File: config.mk
export PLATFORM = sky130hd
export DESIGN_NAME = apu_ir_sequencer
export DESIGN_NICKNAME = d
export VERILOG_FILES = /design/src/rtl/apu_pkg.sv /design/src/rtl/apu_ir_decode.sv /design/src/rtl/apu_ir_sequencer.sv
export SDC_FILE = /design/constraint.sdc
export NUM_CORES = 1
export LEC_CHECK = 0
export CELL_PAD_IN_SITES_DETAIL_PLACEMENT = 1
export CELL_PAD_IN_SITES_GLOBAL_PLACEMENT = 2
export CORE_UTILIZATION = 25
export CTS_CLUSTER_DIAMETER = 150
export DETAILED_ROUTE_END_ITERATION = 12
export GPL_TIMING_DRIVEN = 0
export HOLD_SLACK_MARGIN = 0.05
export PLACE_DENSITY = 0.81
export RECOVER_POWER = 100
export SLEW_MARGIN = 30
export SYNTH_ARGS = -nofsm -noshare
export SYNTH_HDL_FRONTEND = slang
export SYNTH_SLANG_ARGS = --single-unit
File: constraint.sdc
create_clock -name clk -period 4 [get_ports clk]
set_clock_uncertainty 0.1 [all_clocks]
set_input_delay 1 -clock clk [delete_from_list [all_inputs] [get_ports clk]]
set_output_delay 1 -clock clk [all_outputs]
set_load 0.01 [all_outputs]
File: src/rtl/apu_pkg.sv
// Shared definitions for the APU instruction sequencer: opcodes, instruction
// field positions and the sequencer state encoding.
package apu_pkg;

  localparam int OPC_MSB  = 31;
  localparam int OPC_LSB  = 28;
  localparam int CONV_MSB = 27;
  localparam int CONV_LSB = 22;
  localparam int BN_MSB   = 21;
  localparam int BN_LSB   = 16;
  localparam int LEN_MSB  = 15;
  localparam int LEN_LSB  = 0;

  localparam logic [3:0] OP_NOP        = 4'h0;
  localparam logic [3:0] OP_LAYER      = 4'h1;
  localparam logic [3:0] OP_WAIT       = 4'h2;
  localparam logic [3:0] OP_LAYER_WAIT = 4'h3;
  localparam logic [3:0] OP_END        = 4'hF;

  typedef enum logic [2:0] {
    ST_IDLE,
    ST_FETCH,
    ST_DECODE,
    ST_ISSUE,
    ST_WAIT_DONE,
    ST_FINISH
  } seq_state_e;

endpackage

File: src/rtl/apu_ir_decode.sv
// Combinational instruction splitter: breaks an IR word into its fields and
// flags whether the opcode is one the sequencer understands.
module apu_ir_decode
  import apu_pkg::*;
(
  input  logic [31:0] ir_word,
  output logic [3:0]  opcode,
  output logic [5:0]  conv_sel,
  output logic [5:0]  bn_sel,
  output logic [15:0] len,
  output logic        is_legal
);

  assign opcode   = ir_word[OPC_MSB:OPC_LSB];
  assign conv_sel = ir_word[CONV_MSB:CONV_LSB];
  assign bn_sel   = ir_word[BN_MSB:BN_LSB];
  assign len      = ir_word[LEN_MSB:LEN_LSB];

  always_comb begin
    case (opcode)
      OP_NOP, OP_LAYER, OP_WAIT, OP_LAYER_WAIT, OP_END: is_legal = 1'b1;
      default:                                          is_legal = 1'b0;
    endcase
  end

endmodule

File: src/rtl/apu_ir_sequencer.sv
// APU instruction sequencer: fetches IR words after a host start pulse, issues
// layer commands over valid/ready, waits on engine completion and reports done.
module apu_ir_sequencer
  import apu_pkg::*;
#(
  parameter int IR_DEPTH_LOG2 = 4
) (
  input  logic                     clk,
  input  logic                     rstn,
  input  logic                     apu_ready,
  input  logic                     abort,
  output logic                     ir_ram_ren,
  output logic [IR_DEPTH_LOG2-1:0] ir_ram_raddr,
  input  logic [31:0]              ir_ram_rdata,
  output logic                     cmd_valid,
  input  logic                     cmd_ready,
  output logic [5:0]               cmd_conv_sel,
  output logic [5:0]               cmd_bn_sel,
  output logic [15:0]              cmd_len,
  input  logic                     engine_done,
  output logic                     cal_cpl,
  output logic                     busy,
  output logic                     err
);

  seq_state_e state, state_nxt;

  logic [IR_DEPTH_LOG2-1:0] pc;
  logic [IR_DEPTH_LOG2-1:0] pc_one;
  logic                     pc_last;
  logic                     done_seen;
  logic                     pend_wait;

  logic                     accept;
  logic                     advance;
  logic                     pc_inc;
  logic                     set_err;
  logic                     consume_done;
  logic                     latch_cmd;

  logic                     cmd_valid_d;
  logic                     cal_cpl_d;
  logic                     busy_d;

  logic [3:0]               dec_opcode;
  logic [5:0]               dec_conv;
  logic [5:0]               dec_bn;
  logic [15:0]              dec_len;
  logic                     dec_legal;

  apu_ir_decode u_decode (
    .ir_word  (ir_ram_rdata),
    .opcode   (dec_opcode),
    .conv_sel (dec_conv),
    .bn_sel   (dec_bn),
    .len      (dec_len),
    .is_legal (dec_legal)
  );

  assign pc_one  = {{(IR_DEPTH_LOG2-1){1'b0}}, 1'b1};
  assign pc_last = (pc == {IR_DEPTH_LOG2{1'b1}});
  assign accept  = (state == ST_IDLE) && apu_ready;

  // NOTE: sequential state uses non-blocking assignments so every flop samples
  // pre-edge values regardless of process ordering.
  always_ff @(posedge clk or negedge rstn) begin
    if (!rstn) state <= ST_IDLE;
    else       state <= state_nxt;
  end

  // NOTE: every signal driven here gets a default first; a missed branch
  // would otherwise infer a latch.
  always_comb begin
    state_nxt    = state;
    advance      = 1'b0;
    pc_inc       = 1'b0;
    set_err      = 1'b0;
    consume_done = 1'b0;
    latch_cmd    = 1'b0;

    case (state)
      ST_IDLE:   if (apu_ready) state_nxt = ST_FETCH;
      ST_FETCH:  state_nxt = ST_DECODE;
      ST_DECODE: begin
        if (!dec_legal) begin
          set_err   = 1'b1;
          state_nxt = ST_FINISH;
        end else begin
          case (dec_opcode)
            OP_NOP:                  advance = 1'b1;
            OP_LAYER, OP_LAYER_WAIT: begin
              latch_cmd = 1'b1;
              state_nxt = ST_ISSUE;
            end
            OP_WAIT:                 state_nxt = ST_WAIT_DONE;
            default:                 state_nxt = ST_FINISH;
          endcase
        end
      end
      ST_ISSUE: begin
        if (cmd_ready) begin
          if (pend_wait) state_nxt = ST_WAIT_DONE;
          else           advance   = 1'b1;
        end
      end
      ST_WAIT_DONE: begin
        if (done_seen) begin
          consume_done = 1'b1;
          advance      = 1'b1;
        end
      end
      ST_FINISH: state_nxt = ST_IDLE;
      default:   state_nxt = ST_IDLE;
    endcase

    // Running off the end of the IR without an END is a program error.
    if (advance) begin
      if (pc_last) begin
        set_err   = 1'b1;
        state_nxt = ST_FINISH;
      end else begin
        pc_inc    = 1'b1;
        state_nxt = ST_FETCH;
      end
    end

    // Abort overrides everything; FINISH is already completing, so it just exits.
    if (abort && (state != ST_IDLE)) begin
      set_err      = 1'b1;
      pc_inc       = 1'b0;
      latch_cmd    = 1'b0;
      consume_done = 1'b0;
      state_nxt    = (state == ST_FINISH) ? ST_IDLE : ST_FINISH;
    end
  end

  always_comb begin
    ir_ram_ren   = (state == ST_FETCH);
    ir_ram_raddr = pc;
    cmd_valid_d  = (state_nxt == ST_ISSUE);
    cal_cpl_d    = (state_nxt == ST_FINISH);
    busy_d       = (state_nxt != ST_IDLE);
  end

  always_ff @(posedge clk or negedge rstn) begin
    if (!rstn) begin
      cmd_valid <= 1'b0;
      cal_cpl   <= 1'b0;
      busy      <= 1'b0;
    end else begin
      cmd_valid <= cmd_valid_d;
      cal_cpl   <= cal_cpl_d;
      busy      <= busy_d;
    end
  end

  always_ff @(posedge clk or negedge rstn) begin
    if (!rstn) begin
      pc           <= '0;
      err          <= 1'b0;
      done_seen    <= 1'b0;
      pend_wait    <= 1'b0;
      cmd_conv_sel <= '0;
      cmd_bn_sel   <= '0;
      cmd_len      <= '0;
    end else begin
      if (accept)      pc <= '0;
      else if (pc_inc) pc <= pc + pc_one;

      if (accept)       err <= 1'b0;
      else if (set_err) err <= 1'b1;

      // A fresh done pulse wins over consumption so back-to-back pulses survive.
      if (accept)                                  done_seen <= 1'b0;
      else if ((state != ST_IDLE) && engine_done)  done_seen <= 1'b1;
      else if (consume_done)                       done_seen <= 1'b0;

      if (latch_cmd) begin
        pend_wait    <= (dec_opcode == OP_LAYER_WAIT);
        cmd_conv_sel <= dec_conv;
        cmd_bn_sel   <= dec_bn;
        cmd_len      <= dec_len;
      end
    end
  end

endmodule
==> metrics <==
run status finished clean; placed cell area 0.002693 sq mm; fin nets 264; Worst-path clk slew 0.08 ns; Max Clk Rate 326.5 MHz; Crit path depth 5; initial antenna violation count 0; Post-Syn Area 0.001817 sq mm; commonest cells in the netlist dfrtp_1 (41), mux2_2 (28), inv_1 (7), nand3_1 (6); crit path launch abort; multiplexer share of the synthesized area 18.53%; Final Hold Violating Endpoints 0; fillcell total 801; CTS H-tree depth 2; CP Cell Sequence dlygate4sd3_1 > nand3b_1 > clkbuf_1 > clkbuf_1 > mux2_2; Max Root-Sink Buffers 2; I/O pin count 75; worst-margin pin slew 1.290 ns; CTS Root Cell clkbuf_8; Worst path slowest cell dlygate4sd3_1; core region area 0.006907 sq mm; EDFF count, synth 0; top-count cell post-synth dfrtp_1; Initial Utilization 26.30%; Synth Area in Compound Gates 9.711%; Yosys Warn Count 0; pin count of the biggest net entering global routing 24; detailed-route via count 1454; XOR/XNOR Fraction of Synth Area 0%; Tcrit/Tclk final 76.56%; # rows 30; Clock Latency Late Sink 0.29 ns; Hold Path Class register to register; asr flop ratio synth 100.0%; Area contributors post-synth dfrtp_1 (56%), mux2_2 (17%), nand3_1 (1.7%), inv_1 (1.4%), buf_6 (1.2%); sink count of the clock tree 41; fin crit period 3.062 ns; final number of setup-violating endpoints 0; Worst setup EP type register; Setup CP Type primary input to register; Final Slew Violations 0; post-synth top area cell dfrtp_1; reg-to-reg startpoint state[2]$_DFF_PN0_; sequential fraction of the synthesis area 56.47%; syn nets 182; register area 0.001026 sq mm; gpl congestion 0.7435; area delta synth->final 52.07%; post-cts sizing count 0; fin area 0.002763 sq mm; post-synthesis area per instance 12.70 sq um; RSZ-0062 raised after global routing no; Iter 0 DRT Violations 37; Setup Buffers After CTS 0; Reg2Reg Depth 6; DR vias/cell 4.516; largest family of logic cells by synthesized area multiplexers; Adder-Cell Fraction of Synth Area 0.6887%; VDD IR-drop max 223.4 uV; Hold Path Origin cmd_len[6]$_DFFE_PN0P_; Worst EP required 4.07 ns; Pleak 1.322 nW; multi-input logic area 725.7 sq um; Post-Synth Simple-Gate Area 11.02%; crit start category primary input; Worst slew margin 13.98%; port buffer count 74; Crit path arrival time 3.13 ns; number of synthesized register bits 41; largest fanout on the critical path 10; hold_ws 0.3922 ns; die area 0.007612 sq mm; pwr/cell area 583.0 mW/mm^2; post-layout util 40.00%; Fin Setup TNS 0 ns; share of cells above drive strength 1 18.14%; die height 87.25 microns; max_cap viols 0; top-area cell type share of the netlist area 56.47%; Detailed Place HPWL 3444 microns; Antenna Nets Post-Route 0; CP most frequent cell clkbuf_1; Hold Path Stages 1; DRT Pass-1 Iters 2; hold buffer count at CTS 0; WL final 4339 microns; vias in the first global route 1551; number of diodes 0; Die X 87.25 microns; gr usage total 12.08%; Synth Instances 143; grt total ovfl 0; DRC viols 0; CTS tree built; DR WL/cell 13.48 microns; delay-heaviest family, CP buffers and inverters; CTS buffer count 5; max incr delay on CP 0.63 ns; Main synth FF type dfrtp_1; first-pass GRT wire length 7141 microns; number of library cell types mapped by synthesis 40; Buf/Inv on CP 3
==> power by group <==
part | switching, mW | leakage, nW | internal, mW
Sequential | 0.0766 | 0.546 | 0.561
Clock | 0.143 | 0.0512 | 0.140
Combinational | 0.311 | 0.724 | 0.379
==> kinds of logic (layout without fill, tap and decap cells) <==
logic type,after synthesis,count (layout)
flops,41,41
simple gates,34,34
mux,30,30
compound gates,24,24
buf+inv,13,96
fa+ha+maj,1,1
==> metal layers <==
| layer | wire, microns | track usage [%] | vias to the layer above | share of wire, % |
|---|---|---|---|---|
| met3 | 390 | 5.687 | 0 | 9.0 |
| met2 | 2054 | 19.96 | 50 | 47 |
| li1 | - | - | 685 | - |
| met5 | 0 | 0 | - | 0 |
| met1 | 1895 | 14.47 | 719 | 44 |
| met4 | 0 | 2.235 | 0 | 0 |
==> registers in the layout, summed over array words and instances (netlist names) <==
name	cells
cmd_valid	1
cal_cpl	1
cmd_bn_sel	6
ir_ram_raddr	4
cmd_conv_sel	6
busy	1
state	3
err	1
done_seen	1
cmd_len	16
pend_wait	1
==> path summary, 6_finish.rpt <==
check | to | slack [ns]
max reg2reg | cmd_len[6]$_DFFE_PN0P_ | 1.32
max | cmd_conv_sel[3]$_DFFE_PN0P_ | 0.94
max in group asynchronous | done_seen$_DFFE_PN0P_ | 1.34
min | cmd_len[6]$_DFFE_PN0P_ | 0.39
min in group asynchronous | cmd_len[13]$_DFFE_PN0P_ | 0.76
min reg2reg | cmd_len[6]$_DFFE_PN0P_ | 0.39
==> per-stage QoR <==
stage	power, mW	cells	setup slack, ns
floorplan	1.011	143	1.580
global placement	1.390	313	0.6772
detailed placement	1.407	314	0.8856
CTS	1.699	322	1.029
global route	1.730	322	0.7626
finish	1.611	322	0.9376
==> placed cells by master, fill, tap and decap left out, types with 3 or more instances in the layout <==
cell	count
mux2_2	28
nand2_1	5
clkbuf_8	6
dfrtp_1	41
nor2b_1	3
nand3_1	6
clkdlybuf4s50_1	33
inv_1	7
nor2_1	5
o21ai_0	3
a21oi_1	4
clkbuf_1	7
dlygate4sd3_1	40
==> area by class of cell <==
type / instances / share of cell area [%]
Clock buffer: 6 / 2.989
Timing Repair Buffer: 75 / 26.72
Tap cell: 96 / 4.348
Buffer: 6 / 1.087
Sequential cell: 41 / 37.14
Multi-Input combinational cell: 89 / 26.27
Inverter: 7 / 0.9511
Clock inverter: 2 / 0.4982
Power figures use the tool's default switching activity.
